===== src/rtl/pipe_pkg.sv =====
// Shared types and NOP bundle constants for the MIPS pipeline stage registers.
package pipe_pkg;

  typedef enum logic [1:0] {
    EMPTY = 2'd0,
    ONE   = 2'd1,
    FULL  = 2'd2
  } pipe_state_t;

  localparam int unsigned INSTR_W = 32;

  // All-zero word is the MIPS NOP (sll $0,$0,0); used as the bubble payload.
  localparam logic [INSTR_W-1:0] NOP_INSTR = 32'h0000_0000;

  // Per-boundary bubble bundles: every control bit deasserted.
  localparam logic [INSTR_W-1:0] IF_ID_NOP  = NOP_INSTR;
  localparam logic [INSTR_W-1:0] ID_EX_NOP  = '0;
  localparam logic [INSTR_W-1:0] EX_MEM_NOP = '0;
  localparam logic [INSTR_W-1:0] MEM_WB_NOP = '0;

endpackage


===== src/rtl/pipe_stage_reg_if.sv =====
// Valid/ready handshake bundle between two pipeline stages.
interface pipe_stage_reg_if #(
  parameter int unsigned WIDTH = 32
);

  logic             in_valid;
  logic             in_ready;
  logic [WIDTH-1:0] in_data;
  logic             out_valid;
  logic             out_ready;
  logic [WIDTH-1:0] out_data;

  // master: the surrounding stages (upstream producer + downstream consumer)
  modport master (
    output in_valid, in_data, out_ready,
    input  in_ready, out_valid, out_data
  );

  // slave: the stage register itself
  modport slave (
    input  in_valid, in_data, out_ready,
    output in_ready, out_valid, out_data
  );

endinterface


===== src/rtl/en_register.sv =====
// Load-enabled register with a synchronous two-way load-value select and async reset.
module en_register #(
  parameter int unsigned      WIDTH   = 32,
  parameter logic [WIDTH-1:0] RST_VAL = '0
) (
  input  logic             clk,
  input  logic             rst_n,
  input  logic             en_i,
  input  logic             sel_i,
  input  logic [WIDTH-1:0] d_i,
  input  logic [WIDTH-1:0] alt_i,
  output logic [WIDTH-1:0] q_o
);

  logic [WIDTH-1:0] q_q;

  always_ff @(posedge clk or negedge rst_n) begin
    if (!rst_n) begin
      q_q <= RST_VAL;
    end else if (en_i) begin
      q_q <= sel_i ? alt_i : d_i;
    end
  end

  assign q_o = q_q;

endmodule


===== src/rtl/pipe_stage_reg.sv =====
// Skid-buffered pipeline stage register: valid/ready handshake, two entries,
// synchronous flush to a bubble and a saturating stall counter.
module pipe_stage_reg
  import pipe_pkg::*;
#(
  parameter int unsigned      WIDTH     = 32,
  parameter logic [WIDTH-1:0] RESET_VAL = '0,
  parameter logic [WIDTH-1:0] FLUSH_VAL = '0,
  parameter int unsigned      CNT_W     = 16
) (
  input  logic             clk,
  input  logic             reset,
  input  logic             flush,
  input  logic             stall_clr,
  output logic [CNT_W-1:0] stall_cnt,
  pipe_stage_reg_if.slave  bus
);

  pipe_state_t      state_q, state_d;
  logic             in_ready_q, out_valid_q;
  logic [CNT_W-1:0] cnt_q, cnt_d;
  logic             accept, pop;
  logic             main_en, main_from_skid, skid_en;
  logic [WIDTH-1:0] main_q, skid_q, main_src;

  // Next state, storage enables and stall counter update
  always_comb begin
    state_d        = state_q;
    main_en        = 1'b0;
    main_from_skid = 1'b0;
    skid_en        = 1'b0;
    cnt_d          = cnt_q;
    accept         = bus.in_valid & in_ready_q;
    pop            = out_valid_q & bus.out_ready;

    if (flush) begin
      state_d = EMPTY;
      main_en = 1'b1;
      skid_en = 1'b1;
    end else begin
      unique case (state_q)
        EMPTY: begin
          if (accept) begin
            state_d = ONE;
            main_en = 1'b1;
          end
        end
        ONE: begin
          if (accept && pop) begin
            main_en = 1'b1;
          end else if (accept) begin
            state_d = FULL;
            skid_en = 1'b1;
          end else if (pop) begin
            state_d = EMPTY;
          end
        end
        FULL: begin
          if (pop) begin
            state_d        = ONE;
            main_en        = 1'b1;
            main_from_skid = 1'b1;
          end
        end
        default: state_d = EMPTY;
      endcase
    end

    if (stall_clr) begin
      cnt_d = '0;
    end else if (out_valid_q && !bus.out_ready && (cnt_q != {CNT_W{1'b1}})) begin
      cnt_d = cnt_q + CNT_W'(1);
    end
  end

  // Handshake flags are registered copies of the next-state decode
  always_ff @(posedge clk or negedge reset) begin
    if (!reset) begin
      state_q     <= EMPTY;
      in_ready_q  <= 1'b1;
      out_valid_q <= 1'b0;
      cnt_q       <= '0;
    end else begin
      state_q     <= state_d;
      in_ready_q  <= (state_d != FULL);
      out_valid_q <= (state_d != EMPTY);
      cnt_q       <= cnt_d;
    end
  end

  assign main_src = main_from_skid ? skid_q : bus.in_data;

  en_register #(
    .WIDTH   (WIDTH),
    .RST_VAL (RESET_VAL)
  ) u_main (
    .clk   (clk),
    .rst_n (reset),
    .en_i  (main_en),
    .sel_i (flush),
    .d_i   (main_src),
    .alt_i (FLUSH_VAL),
    .q_o   (main_q)
  );

  en_register #(
    .WIDTH   (WIDTH),
    .RST_VAL (RESET_VAL)
  ) u_skid (
    .clk   (clk),
    .rst_n (reset),
    .en_i  (skid_en),
    .sel_i (flush),
    .d_i   (bus.in_data),
    .alt_i (FLUSH_VAL),
    .q_o   (skid_q)
  );

  assign bus.in_ready  = in_ready_q;
  assign bus.out_valid = out_valid_q;
  assign bus.out_data  = main_q;
  assign stall_cnt     = cnt_q;

endmodule


===== src/flat_wrapper.sv =====
// flat-port wrapper written by rule: the top's interface ports become plain ports
module pipe_stage_reg_flat import pipe_pkg::*;
#(
  parameter int unsigned      WIDTH     = 32,
  parameter logic [WIDTH-1:0] RESET_VAL = '0,
  parameter logic [WIDTH-1:0] FLUSH_VAL = '0,
  parameter int unsigned      CNT_W     = 16
)
  (clk, reset, flush, stall_clr, stall_cnt, bus_in_valid, bus_in_data, bus_out_ready, bus_in_ready, bus_out_valid, bus_out_data);
  pipe_stage_reg_if #(.WIDTH(WIDTH)) bus_i ();
  input  logic clk;
  input  logic reset;
  input  logic flush;
  input  logic stall_clr;
  output logic [CNT_W-1:0] stall_cnt;
  input wire logic [$bits(bus_i.in_valid)-1:0] bus_in_valid;
  input wire logic [$bits(bus_i.in_data)-1:0] bus_in_data;
  input wire logic [$bits(bus_i.out_ready)-1:0] bus_out_ready;
  output wire logic [$bits(bus_i.in_ready)-1:0] bus_in_ready;
  output wire logic [$bits(bus_i.out_valid)-1:0] bus_out_valid;
  output wire logic [$bits(bus_i.out_data)-1:0] bus_out_data;
  assign bus_i.in_valid = bus_in_valid;
  assign bus_i.in_data = bus_in_data;
  assign bus_i.out_ready = bus_out_ready;
  assign bus_in_ready = bus_i.in_ready;
  assign bus_out_valid = bus_i.out_valid;
  assign bus_out_data = bus_i.out_data;
  pipe_stage_reg #(.WIDTH(WIDTH), .RESET_VAL(RESET_VAL), .FLUSH_VAL(FLUSH_VAL), .CNT_W(CNT_W)) u_core (.clk(clk), .reset(reset), .flush(flush), .stall_clr(stall_clr), .stall_cnt(stall_cnt), .bus(bus_i));
endmodule

===== config.mk =====
export PLATFORM = sky130hd
export DESIGN_NAME = pipe_stage_reg_flat
export DESIGN_NICKNAME = d
export VERILOG_FILES = /design/src/rtl/pipe_pkg.sv /design/src/rtl/pipe_stage_reg_if.sv /design/src/rtl/en_register.sv /design/src/rtl/pipe_stage_reg.sv /design/src/flat_wrapper.sv
export SDC_FILE = /design/constraint.sdc
export NUM_CORES = 1
export LEC_CHECK = 0
export BUFFER_PORTS_ARGS = -buffer_cell sky130_fd_sc_hd__buf_4
export CORE_MARGIN = 2
export CORE_UTILIZATION = 50
export CTS_CLUSTER_DIAMETER = 60
export CTS_CLUSTER_SIZE = 28
export DETAILED_ROUTE_END_ITERATION = 6
export MAX_ROUTING_LAYER = met4
export PLACE_DENSITY = 0.76
export SLEW_MARGIN = 20
export SYNTH_ARGS = -nofsm -noshare
export SYNTH_HDL_FRONTEND = slang
export SYNTH_SLANG_ARGS = --single-unit
export TNS_END_PERCENT = 20

===== constraint.sdc =====
create_clock -name clk -period 2.2 [get_ports clk]
set_clock_uncertainty 0.2 [all_clocks]
set_input_delay 0.22 -clock clk [delete_from_list [all_inputs] [get_ports clk]]
set_output_delay 0.22 -clock clk [all_outputs]
set_load 0.02 [all_outputs]

==> qor.yml, run 1 <==
status: "complete, no violations"
synth.top_cell.area_share_pct: 52.3
ys_seq_elements: 84
grt_max_degree: 68
antenna_left: 0
arrival_ps: 2120
grt_pass1_vias: 3378
clk-insertion-delay-late_ps: 350
synth_cells: 409
yosys.area_share.adder_pct: 0.315
multiInputGateArea_um2: 1740
grt_first_pass_wirelength_um: 15700
die_x_um: 93.1
synth_area_per_cell_um2: 9.70
cp-startpoint: "u_core.stall_cnt[1]$_DFFE_PN0P_"
required_ps: 2290
num_vias: 3505
r2r_start: "u_core.stall_cnt[1]$_DFFE_PN0P_"
crit_slowest_cell: "or3_2"
post_layout_nonfiller_instances: 631
fin_ws_ps: 161
muxShareOfSynthArea_pct: 9.15
max_slew_margin_pct: 53.7
crit_chain: "ha_1 -> nand3_2 -> or3_2 -> or3_1 -> a21oi_1"
stdcell_area_um2: 5270
antenna_found_initial: 0
cts_setup_buffers: 0
clock_path_buffers: 2
min_period_ps: 2040
wl_um: 9510
critPathCaptureType: "flip-flop"
num_antenna_cells: 0
io_buffers: 87
drc: 0
rsz0062_at_grt: "no"
synth_flop_cell: "dfrtp_1"
rows: 32
irDropWorstVdd_uv: 410
num-nets-final: 563
drive_gt1_share_pct: 24.2
cpPeakStageDelay_ps: 450
setup-tns-final_ps: 0
timing.rr.end: "u_core.stall_cnt[8]$_DFFE_PN0P_"
cts_num_sinks: 84
crit_path_max_fanout: 8
synth_top_family_by_area: "simple AND/OR/NAND/NOR gates"
grt_use_total_pct: 23.5
fmax_mhz: 491
dp_cells: 581
netlist_top_cells_area: "dfrtp_1 (52%), mux2i_1 (8.6%), nand2_1 (6.8%)"
leakagePower_nw: 2.54
setup_viol: 0
synth_compound_area_share_pct: 15.3
drt_first_iter_violations: 158
rrSetupSlack_ps: 160
crit_type: "reg2reg"
areaGrowthSynthToFinish_pct: 32.8
worst_setup_path_start_kind: "flip-flop"
tightest_slew_ps: 695
globalplace.congestion: 0.921
cellPowerDensity_nw_per_um2: 656
via_per_inst: 5.55
cts_made_buffers: 9
synth-edff-count: 0
dpl-instance-area_um2: 4750
hold_class: "in2reg"
drv_cap: 0
syn_area_um2: 3970
synthSimpleGateAreaFrac_pct: 18.7
ys_seq_area_share_pct: 53.0
core_um2: 7730
first_pass_iters: 4
cts_root_buffer: "clkbuf_8"
yosys_warnings: 0
fillers: 612
cts_tree: "built"
synthesis.nets: 448
regArea_um2: 2100
slew_violations: 0
fin_crit_sh_pct: 92.7
ys_types: 39
routedWlPerCell_um: 15.1
crit_end: "u_core.stall_cnt[8]$_DFFE_PN0P_"
dp_slack_ps: 111
io_pins: 88
dp_hpwl_um: 6140
synth_xor_area_share_pct: 0
dieHeight_um: 93.1
start_util_pct: 51.3
synth_top_area_cell: "dfrtp_1"
cts.clk_slew.worst_paths_ps: 90
dieArea_um2: 8660
async_flop_share_pct: 100
r2r_cells: 5
cts_max_level: 3
hold_viol: 0
grt_overflow_total: 0
==> cell usage in the layout, fill, tap and decap left out, types with 2 or more instances in the layout <==
| master | count |
|---|---|
| nand3_1 | 4 |
| buf_4 | 97 |
| a21oi_1 | 45 |
| nand2_1 | 72 |
| dlygate4sd3_1 | 34 |
| and2_1 | 2 |
| inv_1 | 3 |
| clkbuf_8 | 9 |
| or3_1 | 7 |
| and4_1 | 2 |
| nor4_1 | 2 |
| nand2b_1 | 3 |
| mux2_2 | 2 |
| buf_12 | 2 |
| mux2i_1 | 34 |
| or4_1 | 2 |
| clkinv_4 | 2 |
| a211oi_1 | 34 |
| nor2_1 | 42 |
| clkinv_2 | 2 |
| a21o_1 | 2 |
| o21ai_0 | 9 |
| dfrtp_1 | 83 |
| nor2b_1 | 2 |
| or3_2 | 2 |
| clkinvlp_4 | 2 |
| o41ai_1 | 2 |
| o31ai_1 | 2 |
| nand4_1 | 9 |
==> critical path, delay by kind of cell, from the launching register on <==
family | cells | cell delay (ps)
fa+ha+maj | 1 | 260
simple gates | 3 | 940
compound gates | 1 | 140
flops | 1 | 440
==> synth_stat cells, drive strengths merged, types with 3 or more instances <==
cell type  number
nand4           9
or4             4
mux2i          34
buf            11
o21ai           9
or3             9
nand2b          3
nand3           5
a211oi         34
dfrtp          83
inv             3
nand2          72
a21oi          45
clkbuf         18
nor2           42
nor4            3
==> logic make-up (layout without fill, tap and decap cells) <==
family                   after synthesis  after routing
AND/OR/NAND/NOR                      159            159
AO/OA/AOI/OAI                         97             97
flip-flops                            84             84
multiplexers                          36             36
buffers and inverters                 32            152
adder cells (fa/ha/maj)                1              1
==> routing by layer <==
layer / GRT usage [%] / vias to the layer above / share of wire, %
met5: - / - / 0
met3: 3.71 / 19 / 5.1
met4: 8.58 / 0 / 1.7
met1: 30.6 / 1681 / 45
li1: - / 1692 / -
met2: 37.5 / 113 / 49
==> flip-flops by register name, summed over array words and instances, names as in the netlist <==
signal / flops
u_core.u_skid.q_o: 32
u_core.stall_cnt: 16
u_core.state_q: 2
u_core.u_main.q_o: 32
u_core.bus.in_ready: 1
u_core.bus.out_valid: 1
==> layout make-up <==
cell class	count	share of cell area (%)
sequential	84	39.9
multi-input combinational	293	33.1
timing repair buffer	133	21.0
tap	102	2.42
clock buffer	9	2.35
clock inverter	7	0.973
inverter	3	0.214
==> how the worst min path moves through the flow <==
stage                              from                               end  slack (ps)  depth (start not counted)
after floorplan                   reset    u_core.bus.out_valid$_DFF_PN0_        -280                          0
after global placement            reset  u_core.u_main.q_o[6]$_DFFE_PN0P_          70                          1
after detailed placement          reset  u_core.u_main.q_o[6]$_DFFE_PN0P_          70                          1
after CTS                 bus_out_ready     u_core.bus.in_ready$_DFF_PN1_          50                          4
after global routing      bus_out_ready     u_core.bus.in_ready$_DFF_PN1_         100                          4
final                     bus_out_ready     u_core.bus.in_ready$_DFF_PN1_          70                          4
==> report_power, final <==
group / leakage (nW) / internal [mW] / total (mW) / switching (mW)
combinational: 1.32 / 0.325 / 0.738 / 0.413
clock: 0.0856 / 0.414 / 0.993 / 0.580
sequential: 1.13 / 1.65 / 1.73 / 0.0733
total: 2.54 / 2.39 / 3.46 / 1.07
==> per-stage QoR <==
stage / util (%) / power, mW / hold slack (ps)
floorplan: - / 2.13 / -276
global placement: 61.5 / 2.43 / 67.6
detailed placement: 61.5 / 2.45 / 72.4
CTS: 68.1 / 3.49 / 51.1
global route: 68.2 / 3.62 / 103
finish: 68.2 / 3.46 / 68.1
==> repair_timing <==
action | 4_1_cts | 5_1_grt
hold endpoints to repair | 91 | 0
hold buffers | 34 | 0
gates resized for setup | 0 | 1
setup endpoints to repair | 0 | 1
No activity file was read; power rests on OpenSTA's default activity.
==> inputs of run 2 (changes only) <==
ABC_CLOCK_PERIOD_IN_PS = 2200   (was not set)
BUFFER_PORTS_ARGS = not set   (was -buffer_cell sky130_fd_sc_hd__buf_4)
CORE_UTILIZATION = 40   (was 50)
DONT_BUFFER_PORTS = 1   (was not set)
PLACE_DENSITY = 0.56   (was 0.76)
==> qor.yml, run 2 (synthesis results as in run 1) <==
status: "finished, violations left"  # was complete, no violations
failed_checks: "hold timing"
rows: 36  # was 32
fmax_mhz: 509  # was 491 MHz
leakagePower_nw: 2.23  # was 2.54 nW
multiInputGateArea_um2: 1740  # about the same
grt_first_pass_wirelength_um: 16200  # was 15,700 µm
dp_slack_ps: 253  # was 111 ps
drive_gt1_share_pct: 11.7  # was 24.2%
cts.clk_slew.worst_paths_ps: 80  # was 90 ps
cellPowerDensity_nw_per_um2: 709  # was 656 nW/µm²
clkPwrFrac_pct: 33.9  # was 28.7%
met3WireLength_um: 564  # was 483 µm
start_util_pct: 41.0  # was 51.3%
routedWlPerCell_um: 16.1  # was 15.1 µm
stdcell_area_um2: 4840  # was 5270 µm²
mostFrequentLayoutCell: "dfrtp_1"  # was buf_4
cts_made_buffers: 9  # unchanged
path_buf_inv: 0  # unchanged
wl_met1_um: 4340  # was 4250 µm
cts_tree: "built"  # unchanged
clk-insertion-delay-late_ps: 340  # was 350 ps
drt_first_iter_violations: 127  # was 158
r2r_cells: 4  # was 5
combinationalPowerShare_pct: 12.7  # was 21.3%
clock_path_buffers: 2  # unchanged
grt_overflow_total: 0  # unchanged
switchingPower_mw: 0.948  # was 1.07 mW
top_layer: "met4"  # unchanged
arrival_ps: 2030  # was 2120 ps
dieArea_um2: 10700  # was 8660 µm²
dieHeight_um: 104  # was 93.1 µm
io_buffers: 0  # was 87
via_per_inst: 5.35  # was 5.55
cts_resized: 0  # unchanged
cpPeakStageDelay_ps: 560  # was 450 ps
io_pins: 88  # unchanged
die_x_um: 104  # was 93.1 µm
max_slew_margin_pct: 54.0  # was 53.7%
critPathCaptureType: "flip-flop"  # unchanged
dr_wl_met2_um: 4550  # was 4620 µm
num_antenna_cells: 0  # unchanged
setup_viol: 0  # unchanged
dp_hpwl_um: 6190  # was 6140 µm
regArea_um2: 2100  # unchanged
setup-tns-final_ps: 0  # unchanged
cts_root_buffer: "clkbuf_8"  # unchanged
wl_um: 9570  # was 9510 µm
worst_setup_path_start_kind: "flip-flop"  # unchanged
intPower_mw: 2.48  # was 2.39 mW
areaGrowthSynthToFinish_pct: 21.9  # was 32.8%
crit_path_max_fanout: 9  # was 8
hold_class: "in2async"  # was in2reg
final_cell_mix: "dfrtp_1 (83), nand2_1 (72), a21oi_1 (45)"  # was buf_4 (97), dfrtp_1 (83), nand2_1 (72)
antenna_left: 0  # unchanged
drv_cap: 0  # unchanged
irDropWorstVdd_uv: 327  # was 410 µV
rsz0062_at_grt: "no"  # unchanged
fin_ws_ps: 233  # was 161 ps
tightest_slew_ps: 687  # was 695 ps
fillers: 913  # was 612
grt_max_degree: 85  # was 68
required_ps: 2270  # was 2290 ps
crit_chain: "nand2b_1 -> or4_4 -> or3_1 -> a21oi_1"  # was ha_1 -> nand3_2 -> or3_2 -> or3_1 -> a21oi_1
fin_crit_sh_pct: 89.4  # was 92.7%
slew_violations: 0  # unchanged
p_seq_share_pct: 53.4  # was 49.9%
dpl-instance-area_um2: 4270  # was 4750 µm²
drc: 0  # unchanged
num-nets-final: 495  # was 563
grt_use_total_pct: 19.1  # was 23.5%
hold_viol: 84  # was 0
grt_pass1_vias: 3198  # was 3,378
holdWs_ps: -637  # was 68.1 ps
crit_type: "reg2reg"  # unchanged
globalplace.congestion: 0.787  # was 0.921
cts_max_level: 3  # unchanged
crit_slowest_cell: "or4_4"  # was or3_2
min_period_ps: 1970  # was 2040 ps
cts_num_sinks: 84  # unchanged
cp.depth: 4  # was 5
critical_path.top_delay_family: "simple AND/OR/NAND/NOR gates"  # unchanged
utilization_pct: 49.9  # was 68.2%
cts_setup_buffers: 0  # unchanged
hold_buffers: 35  # was 34
switching_share_pct: 27.7  # was 30.8%
antenna_found_initial: 0  # unchanged
core_um2: 9680  # was 7730 µm²
num_vias: 3173  # was 3,505
first_pass_iters: 5  # was 4
run 2: changes by cell type in the layout (fill, tap and decap cells not counted), sizes merged:
| cell | delta |
|---|---|
| buf | -68 |
| bufinv | +2 |
| clkbuf | +4 |
| clkinv | -4 |
| clkinvlp | -2 |
| inv | -1 |
run 2: through the flow:
| step | hold slack [ps] | std cells | power, mW |
|---|---|---|---|
| 2_1_floorplan | -276 | 409 | 2.13 |
| 3_3_place_gp | -274 | 543 | 2.21 |
| 3_5_place_dp | -273 | 543 | 2.22 |
| 4_1_cts | -663 | 593 | 3.48 |
| 5_1_grt | -667 | 593 | 3.62 |
| 6_report | -637 | 593 | 3.43 |
run 2: area by class of cell:
class                           count  share of cell area, %
Inverter                            3                  0.233
Clock inverter                      2                   1.24
Clock buffer                       13                   2.87
Multi-Input combinational cell    293                   36.0
Sequential cell                    84                   43.5
Tap cell                          133                   3.44
Timing Repair Buffer               65                   12.8
run 2: path summary, 6_finish.rpt:
check	startpoint	slack [ps]	to
max	u_core.bus.out_valid$_DFF_PN0_	230	u_core.stall_cnt[7]$_DFFE_PN0P_
max in group asynchronous	reset	2210	u_core.bus.in_ready$_DFF_PN1_
min reg2reg	u_core.u_skid.q_o[1]$_DFFE_PN0P_	320	u_core.u_skid.q_o[1]$_DFFE_PN0P_
min	reset	-640	u_core.stall_cnt[7]$_DFFE_PN0P_
min in group clk	flush	30	u_core.u_skid.q_o[20]$_DFFE_PN0P_
max reg2reg	u_core.bus.out_valid$_DFF_PN0_	230	u_core.stall_cnt[7]$_DFFE_PN0P_
run 2: worst reg2reg max path: stages (launching register included):
cell and delay (ps):
dfrtp_1 450, nand2b_1 230, or4_4 560, or3_1 310, a21oi_1 140
run 2: per-layer routing:
metal  track usage [%]  vias to the layer above
met4              6.66                        0
met2              29.8                       70
li1                  -                     1550
met5                 -                        -
met1              24.3                     1543
met3              4.85                       10
run 2: power by group through the flow:
stage | registers (mW) | logic [mW] | clock network [mW]
2_1_floorplan | 1.85 | 0.284 | 0
3_3_place_gp | 1.86 | 0.347 | 0
3_5_place_dp | 1.87 | 0.352 | 0
4_1_cts | 1.84 | 0.439 | 1.21
5_1_grt | 1.85 | 0.493 | 1.27
6_report | 1.83 | 0.434 | 1.16
